[src/rtl/imem_uart_loader_if.sv]
// Byte-stream in / memory-write out bundle for the instruction-memory loader.
// Pure wiring, no latency; no backpressure signals exist on either side.
// Master = boot controller + UART RX + memory side; slave = the loader.
interface imem_uart_loader_if #(parameter int ADDR_W = 14);
    logic              start;
    logic              rx_valid;
    logic [7:0]        rx_data;
    logic              imem_we;
    logic [ADDR_W-1:0] imem_addr;
    logic [31:0]       imem_wdata;
    logic              busy;
    logic              done;
    logic              err;

    modport master (
        output start, rx_valid, rx_data,
        input  imem_we, imem_addr, imem_wdata, busy, done, err
    );

    modport slave (
        input  start, rx_valid, rx_data,
        output imem_we, imem_addr, imem_wdata, busy, done, err
    );
endinterface

[src/rtl/imem_uart_loader.sv]
// Loads a length-prefixed little-endian program image from UART bytes into imem.
// Latency: write one cycle after a word's 4th byte; done one cycle after last write.
// No backpressure: a byte per cycle is accepted; IMEM_LOADER_CHECKSUM_EN adds an XOR trailer.
module imem_uart_loader #(
    parameter int ADDR_W    = 14,
    parameter int BASE_ADDR = 0
) (
    input  logic                 clk,
    input  logic                 rst_n,
    imem_uart_loader_if.slave    bus
);

    typedef enum logic [2:0] {
        IDLE,
        LEN_LO,
        LEN_HI,
        DATA,
`ifdef IMEM_LOADER_CHECKSUM_EN
        CHK,
`endif
        DONE
    } state_t;

    localparam logic [32:0] DEPTH = 33'(1) << ADDR_W;

    state_t            state_q, state_d;
    logic [15:0]       len_q, len_d;
    logic [15:0]       word_cnt_q, word_cnt_d;
    logic [1:0]        byte_cnt_q, byte_cnt_d;
    logic [23:0]       wbuf_q, wbuf_d;
    logic [7:0]        csum_q, csum_d;
    logic              imem_we_q, imem_we_d;
    logic [ADDR_W-1:0] imem_addr_q, imem_addr_d;
    logic [31:0]       imem_wdata_q, imem_wdata_d;
    logic              busy_q, busy_d;
    logic              done_q, done_d;
    logic              err_q, err_d;
    logic [15:0]       len_full;

    always_comb begin
        state_d      = state_q;
        len_d        = len_q;
        word_cnt_d   = word_cnt_q;
        byte_cnt_d   = byte_cnt_q;
        wbuf_d       = wbuf_q;
        csum_d       = csum_q;
        imem_we_d    = 1'b0;
        imem_addr_d  = imem_addr_q;
        imem_wdata_d = imem_wdata_q;
        busy_d       = busy_q;
        done_d       = done_q;
        err_d        = err_q;
        len_full     = {bus.rx_data, len_q[7:0]};

        case (state_q)
            IDLE, DONE: begin
                if (bus.start) begin
                    state_d    = LEN_LO;
                    busy_d     = 1'b1;
                    done_d     = 1'b0;
                    err_d      = 1'b0;
                    byte_cnt_d = 2'd0;
                    word_cnt_d = 16'd0;
                    csum_d     = 8'd0;
                end
            end
            LEN_LO: begin
                if (bus.rx_valid) begin
                    len_d[7:0] = bus.rx_data;
                    state_d    = LEN_HI;
                end
            end
            LEN_HI: begin
                if (bus.rx_valid) begin
                    len_d = len_full;
                    if (len_full == 16'd0) begin
`ifdef IMEM_LOADER_CHECKSUM_EN
                        state_d = CHK;
`else
                        state_d = DONE;
                        done_d  = 1'b1;
                        busy_d  = 1'b0;
`endif
                    end else if (33'(len_full) + 33'(BASE_ADDR) > DEPTH) begin
                        state_d = DONE;
                        err_d   = 1'b1;
                        done_d  = 1'b1;
                        busy_d  = 1'b0;
                    end else begin
                        state_d = DATA;
                    end
                end
            end
            DATA: begin
                // word_cnt == len means the final write is on the bus this cycle
                if (word_cnt_q == len_q) begin
`ifdef IMEM_LOADER_CHECKSUM_EN
                    if (bus.rx_valid) begin
                        state_d = DONE;
                        done_d  = 1'b1;
                        busy_d  = 1'b0;
                        err_d   = (bus.rx_data != csum_q);
                    end else begin
                        state_d = CHK;
                    end
`else
                    state_d = DONE;
                    done_d  = 1'b1;
                    busy_d  = 1'b0;
`endif
                end else if (bus.rx_valid) begin
                    csum_d     = csum_q ^ bus.rx_data;
                    byte_cnt_d = byte_cnt_q + 2'd1;
                    case (byte_cnt_q)
                        2'd0: wbuf_d[7:0]   = bus.rx_data;
                        2'd1: wbuf_d[15:8]  = bus.rx_data;
                        2'd2: wbuf_d[23:16] = bus.rx_data;
                        default: begin
                            imem_we_d    = 1'b1;
                            imem_addr_d  = ADDR_W'(BASE_ADDR) + ADDR_W'(word_cnt_q);
                            imem_wdata_d = {bus.rx_data, wbuf_q};
                            word_cnt_d   = word_cnt_q + 16'd1;
                        end
                    endcase
                end
            end
`ifdef IMEM_LOADER_CHECKSUM_EN
            CHK: begin
                if (bus.rx_valid) begin
                    state_d = DONE;
                    done_d  = 1'b1;
                    busy_d  = 1'b0;
                    err_d   = (bus.rx_data != csum_q);
                end
            end
`endif
            default: state_d = IDLE;
        endcase
    end

    always_ff @(posedge clk or negedge rst_n) begin
        if (!rst_n) begin
            state_q      <= IDLE;
            len_q        <= '0;
            word_cnt_q   <= '0;
            byte_cnt_q   <= '0;
            wbuf_q       <= '0;
            csum_q       <= '0;
            imem_we_q    <= 1'b0;
            imem_addr_q  <= '0;
            imem_wdata_q <= '0;
            busy_q       <= 1'b0;
            done_q       <= 1'b0;
            err_q        <= 1'b0;
        end else begin
            state_q      <= state_d;
            len_q        <= len_d;
            word_cnt_q   <= word_cnt_d;
            byte_cnt_q   <= byte_cnt_d;
            wbuf_q       <= wbuf_d;
            csum_q       <= csum_d;
            imem_we_q    <= imem_we_d;
            imem_addr_q  <= imem_addr_d;
            imem_wdata_q <= imem_wdata_d;
            busy_q       <= busy_d;
            done_q       <= done_d;
            err_q        <= err_d;
        end
    end

    assign bus.imem_we    = imem_we_q;
    assign bus.imem_addr  = imem_addr_q;
    assign bus.imem_wdata = imem_wdata_q;
    assign bus.busy       = busy_q;
    assign bus.done       = done_q;
    assign bus.err        = err_q;

endmodule

[src/flat_wrapper.sv]
// flat-port wrapper written by rule: the top's interface ports become plain ports
module imem_uart_loader_flat 
#(
    parameter int ADDR_W    = 14,
    parameter int BASE_ADDR = 0
)
  (clk, rst_n, bus_start, bus_rx_valid, bus_rx_data, bus_imem_we, bus_imem_addr, bus_imem_wdata, bus_busy, bus_done, bus_err);
  imem_uart_loader_if #(.ADDR_W(ADDR_W)) bus_i ();
  input  logic clk;
  input  logic rst_n;
  input wire logic [$bits(bus_i.start)-1:0] bus_start;
  input wire logic [$bits(bus_i.rx_valid)-1:0] bus_rx_valid;
  input wire logic [$bits(bus_i.rx_data)-1:0] bus_rx_data;
  output wire logic [$bits(bus_i.imem_we)-1:0] bus_imem_we;
  output wire logic [$bits(bus_i.imem_addr)-1:0] bus_imem_addr;
  output wire logic [$bits(bus_i.imem_wdata)-1:0] bus_imem_wdata;
  output wire logic [$bits(bus_i.busy)-1:0] bus_busy;
  output wire logic [$bits(bus_i.done)-1:0] bus_done;
  output wire logic [$bits(bus_i.err)-1:0] bus_err;
  assign bus_i.start = bus_start;
  assign bus_i.rx_valid = bus_rx_valid;
  assign bus_i.rx_data = bus_rx_data;
  assign bus_imem_we = bus_i.imem_we;
  assign bus_imem_addr = bus_i.imem_addr;
  assign bus_imem_wdata = bus_i.imem_wdata;
  assign bus_busy = bus_i.busy;
  assign bus_done = bus_i.done;
  assign bus_err = bus_i.err;
  imem_uart_loader #(.ADDR_W(ADDR_W), .BASE_ADDR(BASE_ADDR)) u_core (.clk(clk), .rst_n(rst_n), .bus(bus_i));
endmodule
[config.mk]
export PLATFORM = sky130hd
export DESIGN_NAME = imem_uart_loader_flat
export DESIGN_NICKNAME = d
export VERILOG_FILES = /design/src/rtl/imem_uart_loader_if.sv /design/src/rtl/imem_uart_loader.sv /design/src/flat_wrapper.sv
export SDC_FILE = /design/constraint.sdc
export NUM_CORES = 1
export LEC_CHECK = 0
export CAP_MARGIN = 20
export CORE_UTILIZATION = 29
export DETAILED_ROUTE_END_ITERATION = 10
export GPL_ROUTABILITY_DRIVEN = 0
export HOLD_SLACK_MARGIN = 0.05
export SKIP_CTS_REPAIR_TIMING = 1
export SYNTH_ARGS = -nofsm -noshare
export SYNTH_HDL_FRONTEND = slang
export SYNTH_SLANG_ARGS = --single-unit
[constraint.sdc]
create_clock -name clk -period 2.7 [get_ports clk]
set_input_delay 0.81 -clock clk [delete_from_list [all_inputs] [get_ports clk]]
set_output_delay 0.81 -clock clk [all_outputs]
set_load 0.01 [all_outputs]
Yosys cells after proc, flatten, opt, wreduce, memory -nomap -nowiden
Cells that the tools add are included.
{"block": "totals", "reg_bits": 111, "in_bits": 12, "output_inout_bits": 50, "wordCells": 93}
{"block": "op_classes", "addsub": 2, "n_lt_le_gt_ge": 1, "n_eq_ne": 17, "n_mux": 37, "n_bitwise": 3, "reduce_logical": 19}
{"operator": "$mux W16", "n": 4}
{"operator": "$pmux W16 S2", "n": 1}
{"operator": "$reduce_and A4 Y1", "n": 6}
{"operator": "$mux W3", "n": 6}
{"operator": "$add A16 B1 Y16 const B", "n": 1}
{"operator": "$eq A16 B16 Y1", "n": 1}
{"operator": "$gt A16 B15 Y1 const B", "n": 1}
{"operator": "$logic_not A16 Y1", "n": 1}
{"operator": "$mux W1", "n": 16}
{"operator": "$pmux W8 S2", "n": 1}
{"operator": "$reduce_and A5 Y1", "n": 3}
{"operator": "$ne A2 B2 Y1 const B", "n": 7}
{"operator": "$pmux W3 S4", "n": 1}
{"operator": "$mux W8", "n": 1}
{"operator": "$eq A3 B2 Y1 const B", "n": 2}
{"operator": "$mux W2", "n": 3}
{"operator": "$pmux W1 S3", "n": 2}
{"operator": "$ne A2 B1 Y1 const B", "n": 2}
{"operator": "$pmux W2 S2", "n": 1}
{"operator": "$reduce_bool A2 Y1", "n": 2}
{"operator": "$eq A3 B1 Y1 const B", "n": 1}
{"operator": "$eq A3 B3 Y1 const B", "n": 1}
{"operator": "$logic_not A3 Y1", "n": 1}
{"operator": "$ne A3 B1 Y1 const B", "n": 1}
{"operator": "other kinds (11)", "n": 13}

Logic depth before layout (Yosys ltp)
Gate-level depths: netlist (run 1).
{"block": "logic_depth", "word_depth": 6, "mapped_depth": 8, "mapped_depth_nobuf": 6}

Least setup slack after synthesis (run 1)
No wires, ideal clock.
{"block": "synth_timing", "path_kind": "input to register", "startpoint": "in bus_rx_valid", "endpoint": "reg u_core.imem_addr_q[10], in the netlist u_core.bus.imem_addr[10]", "setup_time_ns": 0.125, "t_arrival_ns": 2.028, "t_required_ns": 2.575, "slack_ns": 0.547, "stages": 7, "n_path_buf": 2, "path_cell_list": "inv_1 > nor2_1 > nand2_1 > nor2_1 > buf_2 > buf_6 > mux2_4"}
{"block": "synth_via", "elab_chain_len": 1}
{"element": "start, declared", "line": "flat_wrapper.sv:12", "text": "input wire logic [$bits(bus_i.rx_valid)-1:0] bus_rx_valid;"}
{"element": "$reduce_and A4 Y1 (no source line)"}
{"element": "end signal, assigned", "line": "imem_uart_loader.sv:163", "text": "imem_addr_q <= imem_addr_d;"}
{"element": "end, declared", "line": "imem_uart_loader.sv:33", "text": "logic [ADDR_W-1:0] imem_addr_q, imem_addr_d;"}
No other way between the ends.
A chain may end at the register's enable or synchronous reset.

Final worst setup path (run 1)
{"block": "layout_timing", "startpoint": "in bus_rx_data[7]", "endpoint": "reg u_core.state_q[0]"}
{"block": "layout_via", "elab_chain_len": 5, "elab_cells_between_ends": 6, "cone_classes": "order compare: 1; mux: 4; reduce/logical: 1"}
{"element": "start, declared", "line": "flat_wrapper.sv:13", "text": "input wire logic [$bits(bus_i.rx_data)-1:0] bus_rx_data;"}
{"element": "$gt A16 B15 Y1", "line": "imem_uart_loader.sv:84", "text": "end else if (33'(len_full) + 33'(BASE_ADDR) > DEPTH) begin"}
{"element": "$mux W3", "line": "imem_uart_loader.sv:84"}
{"element": "$mux W3 *", "line": "imem_uart_loader.sv:76", "text": "if (len_full == 16'd0) begin"}
{"element": "$mux W3 *", "line": "imem_uart_loader.sv:74", "text": "if (bus.rx_valid) begin"}
{"element": "$pmux W3 S4 *", "line": "imem_uart_loader.sv:55", "text": "case (state_q)"}
{"element": "end signal, assigned", "line": "imem_uart_loader.sv:156", "text": "state_q <= state_d;"}
{"element": "end, declared", "line": "imem_uart_loader.sv:26", "text": "state_t state_q, state_d;"}
Mark *: on every way between the ends. The rest lies on a longest branch, timed or not. The select of a mux whose other input is x is not followed.

==> impl_results.md, run 1 <==
* Total Routing Usage GR at 0.136
* Tmin final at ~2.4 ns
* XOR/XNOR Fraction of Synth Area at 0.0289
* Post-DRT Antenna Nets at 0
* HP Class: input pin to asynchronous set/reset pin
* Crit path max-delay family: simple AND/OR/NAND/NOR gates
* Yosys cell types at 35
* Post-synthesis simple-gate area fraction at 0.0981
* Fmax at 412 MHz
* PD cells at 737 nW/um2
* DRT Wirelength at 10.8 mm
* Clock transition at path regs at 0.07 ns
* CTS buffer count at 9
* Max stage delay on crit path at 0.50 ns
* Mapped Cells at 371
* Status: completed
* Number of synthesis warnings at 0
* ANT cells at 0
* Finished Layout Cells at 669
* Vias at 3086
* Die Ht at 131 um
* Initial antenna violation count at 0
* Crit-path max FO at 3
* Nets at approximately 470
* Post-synthesis mux area share at 0.243
* Post-synth top area cell: dfrtp_1
* Worst EP required at 2.94 ns
* Final Max Tran Viols at 0
* WP buf/inv at 1
* CP startpoint kind: input pin
* # IOs at 62
* Largest family of logic cells by synthesized area: multiplexers
* DR vias/cell at 4.61
* Sequential cell area fraction in the yosys report at 0.573
* Netlist Area Pre-Place at a little under 5000 um2
* First-pass GRT wire length at 17.9 mm
* Die X at roughly 130 um
* Synthesized Nets at a little under 400
* CTS Sinks at 111
* Period Utilization, post-route at 0.898
* Compound-Gate Fraction of Synth Area at 0.0206
* Fin worst setup slack at 0.274 ns
* Number of synthesized flops with an enable pin at 0
* IO Port Bufs at 61
* Layout cells sized above 1 at 0.289
* Leak at around 2.7 nW
* Post-detail-place hpwl at 7.77 mm
* Critical Path AT at roughly 2.7 ns
* Post-synthesis register bit count at 111
* Final Hold Fails at 0
* Iter 0 DRT Violations at 130
* Starting Density at 0.301
* Critical path's slowest cell: clkdlybuf4s50_1
* Clock Tree Buf Depth at 2
* Placed Cells at about 650
* Pre-CTS setup slack at -0.124 ns
* Setup CP Type: input pin to flop
* Core area at ~16000 um2
* Slew @ Worst Pin at 0.719 ns
* Worst hold margin at ~0.43 ns
* Critical path cell sequence: clkdlybuf4s50_1, nor4_1, nand4_1, mux2i_1, o22ai_1, mux2_2
* Vias in the first global route at 3150
* RSZ-0062 raised after global routing: no
* Worst Skew at 0.0101 ns
* Crit. End Element: flop
* Async set-reset flop share out of synthesis at 1.00
* Worst slew margin at 0.520
* Maxcap violations at 0
* Synth Area per Inst at between 10 and 15 um2
* CTS tree: done
* Clk root buf: clkbuf_16
* H-tree Lvls at 3
* DIE AREA at 17200 um2
* Peak supply drop at between 0.4 and 0.5 mV
* Adder-Cell Fraction of Synth Area at 0.0129
* Std cell rows at 46
* DRC violations left at 0
* Main synth FF type: dfrtp_1
* Largest net degree at the start of global routing at 42
* Clk_lat worst skew at 0.36 ns
* Global route overflow at 0
* Layout area overhead at 26.6%
* WL per Instance at roughly 16 um
* Area contributors post-synth: dfrtp_1 (57%), mux2_2 (19%), mux2i_1 (3.5%)
* Drt pass-1 iters at 4
* Yosys top cell area share at 0.573
* Final Setup Violations at 0
flip-flops by register name (all words and copies together) (netlist names), 2 cells and up:
name                   cells
u_core.bus.imem_addr      14
u_core.bus.imem_wdata     32
u_core.byte_cnt_q          2
u_core.len_q              16
u_core.state_q             3
u_core.wbuf_q             24
u_core.word_cnt_q         16
worst reg2reg max path, delay by kind of cell, from the launching register on:
| family | cells | cell delay (ns) |
|---|---|---|
| and+or+nand+nor | 3 | 0.90 |
| DFF | 1 | 0.54 |
| xor gates and xnor gates | 1 | 0.16 |
| muxes | 1 | 0.29 |
| buffers and inverters | 1 | 0.21 |
power by group:
part / total, mW / switching [mW] / internal, mW
registers: 2.28 / 0.277 / 2.01
logic: 0.957 / 0.398 / 0.559
clock network: 1.28 / 0.632 / 0.648
routing by layer:
metal,share of wire,global-route usage,vias up
met2,0.46,0.210,69
met1,0.48,0.184,1540
met4,0.013,0.0394,0
met5,0,0,-
met3,0.047,0.0382,16
li1,-,-,1461
final cells by class:
class                   count  area, um2
clock buffers              11        233
clock inverters             5       52.6
fillers                  1576       9980
inverters                   8       30.0
multi-input cells         233       1960
flip-flops and latches    111       2780
well taps                 216        270
repair buffers             85        813
Yosys cell counts (all sizes together) (3+ instances only):
master	number
clkbuf	12
nor2	11
xnor2	16
nor3	10
ha	5
dfrtp	111
nor4	9
buf	7
nand3	3
nand4	10
mux2	87
nand2	39
mux2i	17
inv	8
worst paths after layout:
path,start,endpoint,slack [ns],cells past startpoint
max in group asynchronous,rst_n,u_core.wbuf_q[17],1.57,2
worst max register to register,u_core.word_cnt_q[5],u_core.wbuf_q[17],0.47,6
worst max-delay path,bus_rx_data[7],u_core.state_q[0],0.27,6
worst min-delay path,rst_n,u_core.bus.imem_addr[9],0.43,1
worst min register to register,u_core.bus.err,u_core.bus.err,0.48,2
min in group clk,u_core.bus.err,u_core.bus.err,0.48,2
per-stage QoR:
stage | cell area (um2) | total power [mW] | util | TNS (ns)
floorplan | 4850 | 2.91 | - | 0
finish | 6140 | 4.52 | 0.381 | 0
detailed placement | 5850 | 3.29 | 0.363 | -0.278
global placement | 5850 | 3.25 | 0.363 | -0.0719
CTS | 6140 | 4.60 | 0.381 | 0
global route | 6140 | 4.80 | 0.381 | 0
kinds of logic after synthesis:
group,after synthesis
flops,111
mux,104
simple gates,95
buf+inv,27
xor+xnor,16
compound gates,13
fa+ha+maj,5
cell usage in the layout, fill, tap and decap left out, types with 2 or more instances in the layout:
| master | netlist | layout |
|---|---|---|
| dfrtp_1 | 111 | 111 |
| nor3_1 | 10 | 10 |
| clkbuf_1 | 12 | 2 |
| clkdlybuf4s50_1 | 0 | 60 |
| nor2_1 | 11 | 10 |
| mux2i_1 | 17 | 17 |
| clkbuf_16 | 0 | 9 |
| o21ai_0 | 2 | 2 |
| nor4_1 | 8 | 8 |
| xnor2_1 | 16 | 16 |
| nand4_1 | 10 | 10 |
| ha_1 | 5 | 5 |
| nor2b_1 | 2 | 2 |
| nand3_1 | 3 | 3 |
| nand3b_1 | 2 | 2 |
| inv_6 | 0 | 2 |
| buf_12 | 0 | 2 |
| mux2_4 | 7 | 7 |
| o22ai_1 | 2 | 2 |
| nand2_1 | 39 | 39 |
| and4_1 | 2 | 2 |
| inv_1 | 8 | 8 |
| mux2_2 | 80 | 80 |
| buf_4 | 0 | 23 |
| or3_1 | 2 | 2 |
| a21boi_0 | 2 | 2 |
| or2_2 | 2 | 2 |
No activity file was read; power rests on OpenSTA's default activity.
==> run 2: changes to the inputs <==
==> constraint.sdc (replaced) <==
create_clock -name clk -period 2.3 [get_ports clk]
set_input_delay 0.69 -clock clk [delete_from_list [all_inputs] [get_ports clk]]
set_output_delay 0.69 -clock clk [all_outputs]
set_load 0.01 [all_outputs]
==> run 2 against run 1 <==
- sequential share of layout area is 0.79 points lower
- wire length is 2.6% higher
- clock power is 16% higher
- via count is 0.32% higher
- flip-flop and latch count stayed put
- clock skew is 0.00077 ns higher
- clock-buffer cell count stayed put
- sequential power is 18% higher
- combinational power is 27% higher
- critical path depth stayed put
- register-to-register slack worse by 0.31 ns
- first-iteration DRC count is 15% lower
- critical endpoint unchanged
- largest power group unchanged
==> impl_results.md, run 2 (synthesis gave the netlist of run 1 again) <==
* Status: completed
* Commonest non-fill, non-tap cell in the layout: dfrtp_1
* Period Utilization, post-route at 0.955
* CP startpoint kind: input pin
* Worst slew margin at 0.641
* Post-detail-place hpwl at 7.90 mm
* Largest net degree at the start of global routing at 58
* DIE AREA at roughly 17000 um2
* Worst EP required at 2.54 ns
* Final Max Tran Viols at 0
* Die Ht at 131 um
* H-tree Lvls at 3
* Die X at 131 um
* Vias at 3096
* Total Routing Usage GR at 0.138
* PD cells at 860 nW/um2
* Maxcap violations at 0
* Post-DRT Antenna Nets at 0
* Worst hold margin at 0.309 ns
* CTS tree: done
* Max FFs per register at 32
* Initial antenna violation count at 0
* Std cell rows at 46
* Critical Path AT at 2.44 ns
* Placed Cells at 664
* Layout area overhead at 28.9%
* Reg-to-reg slack, setup at 0.16 ns
* IO Port Bufs at 61
* Core area at 16100 um2
* CP startpoint: bus_rx_data[7]
* Crit-path max FO at 3
* Layout cells sized above 1 at 0.310
* DR vias/cell at 4.55
* Final Setup Violations at 0
* # IOs at 62
* Finished Layout Cells at 680
* Global route overflow at 0
* Peak supply drop at 0.479 mV
* R2r endpoint: u_core.bus.imem_addr[10]
* DRT Wirelength at 11.0 mm
* Critical R2R Launch: u_core.word_cnt_q[6]
* CTS Sinks at ~110
* Final Hold Fails at 0
* Most frequent cells in the layout: dfrtp_1 (111), mux2_2 (80), clkdlybuf4s50_1 (60)
* CTS buffer count at 9
* Clock Tree Buf Depth at 2
* Setup CP Type: input pin to flop
* DRC violations left at 0
* ANT cells at 0
* Fmax at 455 MHz
* Slew @ Worst Pin at around 0.54 ns
* Drt pass-1 iters at 5
* Clk_lat worst skew at approximately 0.36 ns
* Nets at 476
* Clk root buf: clkbuf_16
* Starting Density at 0.301
* Leak at between 2 and 3 nW
* Iter 0 DRT Violations at 110
* Clock transition at path regs at ~0.070 ns
* Vias in the first global route at 3258
* RSZ-0062 raised after global routing: no
* WL per Instance at 16.2 um
* Crit. End Element: flop
* HP Class: input pin to asynchronous set/reset pin
* First-pass GRT wire length at around 18 mm
* Worst-case reg-to-reg path depth at 6
* Worst Skew at 0.0109 ns
* Tmin final at ~2.2 ns
[run 2: cell count changes in the layout (fill, tap and decap cells not counted), sizes merged]
cell    change
buf        +11
clkinv      +1
inv         -1
[run 2: layout make-up]
| class | instances | area, um2 |
|---|---|---|
| sequential | 111 | 2780 |
| timing repair buffer | 96 | 921 |
| clock inverter | 5 | 41.3 |
| inverter | 8 | 30.0 |
| tap | 216 | 270 |
| fill | 1559 | 9870 |
| clock buffer | 11 | 233 |
| multi-input combinational | 233 | 1970 |
[run 2: worst max path at each step]
| stage | to | slack, ns | cells past startpoint |
|---|---|---|---|
| floorplan | u_core.bus.imem_addr[10] | 0.23 | 8 |
| global placement | u_core.state_q[0] | -0.36 | 6 |
| detailed placement | u_core.state_q[0] | -0.36 | 7 |
| CTS | u_core.state_q[0] | 0.02 | 7 |
| global route | u_core.state_q[0] | 0.04 | 6 |
| finish | u_core.state_q[0] | 0.10 | 6 |
[run 2: worst max-delay path, cell delays in order]
cell and delay, ns:
clkdlybuf4s50_1 0.50, nor4_2 0.34, nand4_1 0.26, mux2i_1 0.28, o22ai_1 0.09, mux2_2 0.27
[run 2: stage by stage]
| step | util | instance area [um2] | power [mW] | setup WS (ns) | setup TNS, ns |
|---|---|---|---|---|---|
| floorplan | - | 4850 | 3.42 | 0.228 | 0 |
| global placement | 0.370 | 5960 | 3.88 | -0.363 | -9.17 |
| detailed placement | 0.370 | 5960 | 3.94 | -0.361 | -9.43 |
| CTS | 0.387 | 6230 | 5.44 | 0.0207 | 0 |
| global route | 0.388 | 6250 | 5.69 | 0.0382 | 0 |
| finish | 0.388 | 6250 | 5.37 | 0.105 | 0 |
[run 2: where the power goes]
part / switching (mW) / internal, mW / total, mW
sequential: 0.320 / 2.36 / 2.68
combinational: 0.504 / 0.711 / 1.22
clock: 0.734 / 0.748 / 1.48
total: 1.56 / 3.82 / 5.37
[run 2: metal layers]
layer | wire, um | part of all wire | track usage | vias to the layer above
li1 | - | - | - | 1484
met1 | 5170 | 0.47 | 0.182 | 1544
met2 | 5230 | 0.47 | 0.219 | 56
met3 | 514 | 0.047 | 0.0421 | 12
met4 | 129 | 0.012 | 0.0388 | 0
met5 | 0 | 0 | 0 | -
==> run 3: changes to the inputs <==
--- a/config.mk
+++ b/config.mk
@@ -6,6 +6,7 @@
 export NUM_CORES = 1
 export LEC_CHECK = 0
 export CAP_MARGIN = 20
+export CORE_MARGIN = 2
 export CORE_UTILIZATION = 29
 export DETAILED_ROUTE_END_ITERATION = 10
 export GPL_ROUTABILITY_DRIVEN = 0
==> run 3 against run 2 <==
- flip-flop and latch count is the same
- combinational power is essentially flat
- worst setup slack improved by 0.053 ns
- largest power group unchanged
- critical path type unchanged
- power up 0.51%
- sequential power barely moved
- via count is 0.87% higher
- critical path depth unchanged
==> impl_results.md, run 3 (synthesis gave the netlist of run 1 again) <==
* Nets at between 400 and 500
* Critical Path AT at 2.40 ns
* Clock Tree Buf Depth at 2
* Final Max Tran Viols at 0
* Largest net degree at the start of global routing at 69
* Placed Cells at 665
* RSZ-0062 raised after global routing: no
* Pre-CTS setup slack at -0.328 ns
* R2r endpoint: u_core.bus.imem_wdata[10]
* WL per Instance at around 16 um
* Status: completed
* Fin worst setup slack at 0.157 ns
* PD cells at approximately 870 nW/um2
* CTS tree: done
* Max FFs per register at 32
* DR vias/cell at 4.59
* Clk root buf: clkbuf_16
* DRT Wirelength at 10.8 mm
* Iter 0 DRT Violations at approximately 110
* Peak supply drop at 0.436 mV
* Crit-path max FO at 3
* Clk pwr share at 0.284
* Worst-case reg-to-reg path depth at 7
* IO Port Bufs at 61
* DIE AREA at 17800 um2
* Total Routing Usage GR at 0.130
* Clock transition at path regs at 0.08 ns
* ANT cells at 0
* Post-DRT Antenna Nets at 0
* Fillers at around 1.6k
* Psw at between 1.5 and 2 mW
* First-pass GRT wire length at ~18 mm
* Initial antenna violation count at 0
* Clk_lat worst skew at 0.36 ns
* Finished Core Util at 0.379
* Reg-to-reg slack, setup at about 0.28 ns
* HP Class: input pin to asynchronous set/reset pin
* Final Setup Violations at 0
* Period Utilization, post-route at 0.932
* Worst EP required at 2.55 ns
* Vias in the first global route at ~3.3k
* Combinational power share at 0.224
* Critical R2R Launch: u_core.word_cnt_q[2]
* Commonest non-fill, non-tap cell in the layout: dfrtp_1
* Global route overflow at 0
* Layout cells sized above 1 at 0.310
* # IOs at 62
* Die X at 133 um
* DRC violations left at 0
* Final Hold Fails at 0
* CP startpoint kind: input pin
* CTS Sinks at ~110
* Crit. End Element: flop
* Worst Skew at 0.0107 ns
* Finished Layout Cells at 681
* Worst slew margin at 0.754
* Core area at approximately 16000 um2
* Setup_tns at 0 ns
* Starting Density at 0.294
* Most frequent cells in the layout: dfrtp_1 (111), mux2_2 (80), clkdlybuf4s50_1 (60)
* CTS buffer count at 9
* Maxcap violations at 0
* H-tree Lvls at 3
* Net Sw Frac at 0.292
* Setup CP Type: input pin to flop
* Tmin final at 2.14 ns
* Die Ht at approximately 130 um
* Layout area overhead at 28.7%
* Vias at 3123
* Drt pass-1 iters at 4
* Fmax at approximately 470 MHz
* Seq pwr share at 0.492
* Post-detail-place hpwl at 7.63 mm
* Slew @ Worst Pin at 0.366 ns
* P_int at 3.82 mW
* Leak at around 2.7 nW
* Std cell rows at 47
run 3: cell types whose count changed in the layout (fill, tap and decap cells not counted), sizes merged:
cell    delta
clkbuf     -2
buf        -3
inv        +2
run 3: critical path: stages:
cell,delay [ns]
clkdlybuf4s50_1,0.51
nor4_2,0.32
nand4_1,0.24
mux2i_1,0.27
o22ai_1,0.10
mux2_2,0.26
run 3: worst max path at each step:
stage | slack (ns) | endpoint | startpoint | depth (start not counted)
floorplan | 0.23 | u_core.bus.imem_addr[10] | u_core.word_cnt_q[5] | 8
global placement | -0.30 | u_core.bus.busy | bus_rx_data[7] | 6
detailed placement | -0.33 | u_core.bus.busy | bus_rx_data[7] | 6
CTS | 0.05 | u_core.state_q[2] | bus_rx_data[7] | 6
global route | 0.05 | u_core.state_q[0] | bus_rx_data[7] | 6
finish | 0.16 | u_core.state_q[0] | bus_rx_data[7] | 6
run 3: routing by layer:
layer	wire length, um	GRT usage
met4	199	0.0538
met3	419	0.0289
met2	4950	0.202
met1	5200	0.176
met5	0	0
run 3: final cells by class:
cell class,instances,area (um2),share of cell area
multi-input cells,233,1970,0.316
clock inverters,7,62.6,0.0100
well taps,220,275,0.0441
inverters,8,30.0,0.00481
clock buffers,9,225,0.0361
flip-flops and latches,111,2780,0.445
repair buffers,93,898,0.144
run 3: per-stage QoR:
step	instance area (um2)	total power, mW	hold slack, ns
3_5_place_dp	5940	3.92	0.467
3_3_place_gp	5940	3.87	0.463
2_1_floorplan	4850	3.42	0.394
5_1_grt	6240	5.74	0.250
6_report	6240	5.40	0.233
4_1_cts	6230	5.48	0.234
run 3: power by group through the flow:
stage	registers, mW	logic (mW)	clock network, mW
2_1_floorplan	2.60	0.822	0
3_3_place_gp	2.68	1.18	0
5_1_grt	2.73	1.33	1.68
3_5_place_dp	2.70	1.22	0
4_1_cts	2.66	1.22	1.59
6_report	2.66	1.21	1.54
==> edit: new RTL, settings of run 3 <==
`ADDR_W` is set to 14 in 3 places; all go to 15.
--- a/src/rtl/imem_uart_loader_if.sv
+++ b/src/rtl/imem_uart_loader_if.sv
@@ -2,5 +2,5 @@
 // Pure wiring, no latency; no backpressure signals exist on either side.
 // Master = boot controller + UART RX + memory side; slave = the loader.
-interface imem_uart_loader_if #(parameter int ADDR_W = 14);
+interface imem_uart_loader_if #(parameter int ADDR_W = 15);
     logic              start;
     logic              rx_valid;
--- a/src/rtl/imem_uart_loader.sv
+++ b/src/rtl/imem_uart_loader.sv
@@ -3,5 +3,5 @@
 // No backpressure: a byte per cycle is accepted; IMEM_LOADER_CHECKSUM_EN adds an XOR trailer.
 module imem_uart_loader #(
-    parameter int ADDR_W    = 14,
+    parameter int ADDR_W    = 15,
     parameter int BASE_ADDR = 0
 ) (
--- a/src/flat_wrapper.sv
+++ b/src/flat_wrapper.sv
@@ -2,5 +2,5 @@
 module imem_uart_loader_flat 
 #(
-    parameter int ADDR_W    = 14,
+    parameter int ADDR_W    = 15,
     parameter int BASE_ADDR = 0
 )
Ports: changed (resized bus_imem_addr); port bits go from 62 to 63. No check against the original RTL was run, so the function may have changed too.
==> edit against run 3 <==
Wire length rose by 9.7%. Synthesized area rose by 1.4%. Design area rose by 1.7%. Combinational power rose by 85%. Worst setup slack improved by 0.053 ns. Sequential share of layout area fell by 0.34 points. Global-route usage rose by 0.81 points. Die area rose by 1.3%. Total power rose by 27%. Via count rose by 4.7%. Sequential cell count rose by 1. Worst hold slack improved by 0.046 ns. Cell count rose by 0.73%. Largest power group unchanged. Highest routed layer unchanged.
==> edit: results (changes against run 3) <==
| Metric | Value |
|---|---|
| Worst reg2reg endpoint | u_core.word_cnt_q[14] |
| Final Skew | 0.00687 ns (-0.00383 ns) |
| R2R Setup Slk | 0.24 ns (-0.04 ns) |
| Worst-path clk slew | 0.07 ns |
| Placed cell areas | 0.00606 sq mm (+2.0%) |
| R2R depth | 6 (-1) |
| Slowest-stage cell, CP | clkdlybuf4s50_1 |
| Final wirelength | 11.8 mm (+9.7%) |
| Fin Hold WS | 0.280 ns (+0.0463 ns) |
| Synth Area in Compound Gates | 0.0726 (+0.0519) |
| FF-to-FF Start | u_core.word_cnt_q[12] |
| Lkg Pwr | 2.89 nW (+6.5%) |
| Max reg flops | 32 (unchanged) |
| Avg WL per Cell | 17.2 um (+8.9%) |
| Crit-path max cell delay | 0.51 ns (about the same) |
| CTS max path bufs | 2 (unchanged) |
| Placed instance count | 674 (+1.4%) |
| Syn_nets | 392 (+1.0%) |
| DR vias | 3269 (+4.7%) |
| H-tree Lvls | 3 (unchanged) |
| Top cells by area, synth | dfrtp_1 57%, mux2_2 18%, xor2_1 3.0%, a31oi_1 1.8%, nand2_1 1.5% |
| Antenna fix cells | 0 (unchanged) |
| Detailed Place HPWL | 8.40 mm (+10%) |
| All-Layer GR Usage | 0.138 (+0.00806) |
| Crit path from | bus_rx_data[5] |
| CP top delay family | simple AND/OR/NAND/NOR gates |
| Clock Latency Late Sink | 0.35 ns |
| Synth Area in Adders | 0.0127 (-0.000174) |
| Fraction of layout cells with a size suffix above 1 | 0.303 (-0.00762) |
| Antenna violations before repair | 0 (unchanged) |
| Class of the worst hold path | input port to asynchronous set/reset pin |
| Status | complete, no violations |
| Final #Nets | 482 (+1.9%) |
| Synth top cells by count | 112 x dfrtp_1, 80 x mux2_2, 20 x nand2_1, 17 x xor2_1, 14 x a31oi_1 |
| Async SR Flop Fraction | 1.00 (unchanged) |
| Vias in the first global route | 3446 (+5.6%) |
| Largest area contributor in the netlist | dfrtp_1 |
| Sequential-to-total area share from yosys stat | 0.570 (-0.00264) |
| First-pass GRT wire length | 19.2 mm (+7.5%) |
| Crit-path max FO | 3 (unchanged) |
| Fillers | 1610 (-1.3%) |
| Xor and xnor area share after synthesis | 0.0303 (+0.00139) |
| Peak VDD IR | 0.000445 V (+2.0%) |
| Yosys warns | 0 (unchanged) |
| Yosys cell types | 40 (+14%) |
| Post-synthesis mux area share | 0.198 (-0.0443) |
| Pin count of the biggest net entering global routing | 48 (-30%) |
| Slew at the pin closest to its max-slew limit | 0.556 ns (+0.189 ns) |
| Buffers on Ports | 62 (+1.6%) |
| Average size of a mapped cell | 13.1 sq um (+0.29%) |
| Critical Path AT | 2.36 ns (-0.04 ns) |
| Num CTS Buffers | 9 (unchanged) |
| CTS root buffer | clkbuf_16 |
| DR iter-0 viols | 139 (+22%) |
| Pre-antenna DRT Iters | 4 (unchanged) |
edit: changes by cell type in the layout (fill, tap and decap cells not counted), moves of 8 or more:
cell and delta:
nand2_1 -20, xnor2_1 -16, xor2_1 +16, a31oi_1 +14
mux2i_1 -13, o21ai_0 +10, a21oi_1 +8, and3_1 +8
edit: stage by stage:
step	setup WS, ns	power (mW)	util
floorplan	0.223	4.33	-
global placement	-0.160	5.31	0.365
detailed placement	-0.200	5.40	0.365
CTS	0.00767	6.93	0.381
global route	0.0141	7.30	0.383
finish	0.210	6.86	0.383
edit: cells by family after synthesis:
group	Yosys count
AOI/OAI and AO/OA	53
buffers and inverters	29
xor gates and xnor gates	17
DFF	112
and+or+nand+nor	72
adders and majority gates	5
muxes	87
edit: area by class of cell:
cell class	instances	area (sq um)	share of cell area
multi-input cells	234	1980	0.312
inverters	11	41.3	0.00651
clock buffers	10	229	0.0361
clock inverters	2	35.0	0.00552
repair buffers	97	981	0.155
well taps	220	275	0.0434
flip-flops and latches	112	2800	0.442
edit: worst register-to-register path, cell delays in order (launching register included):
cell and delay [ns]:
dfrtp_1 0.43, xor2_1 0.18, nor4_1 0.37, and4_4 0.38, buf_4 0.21, o21ai_4 0.16
a31oi_1 0.24
edit: worst max-delay path by stage:
| stage | endpoint | slack [ns] | cells after the start |
|---|---|---|---|
| 6_report | u_core.bus.busy | 0.21 | 6 |
| 5_1_grt | u_core.word_cnt_q[4] | 0.01 | 6 |
| 4_1_cts | u_core.word_cnt_q[14] | 0.008 | 6 |
| 3_5_place_dp | u_core.state_q[2] | -0.20 | 6 |
| 3_3_place_gp | u_core.bus.busy | -0.16 | 6 |
| 2_1_floorplan | u_core.len_q[0] | 0.22 | 3 |
edit: power by group:
group	switching (mW)	internal, mW
Clock	0.668	0.819
Sequential	0.489	2.64
Combinational	0.948	1.29
Total	2.10	4.75
edit: metal layers:
metal | vias to the layer above | wire [um] | GRT usage
met2 | 84 | 5560 | 0.217
li1 | 1521 | - | -
met1 | 1648 | 5450 | 0.187
met3 | 16 | 541 | 0.0333
met5 | - | 0 | 0
met4 | 0 | 250 | 0.0462
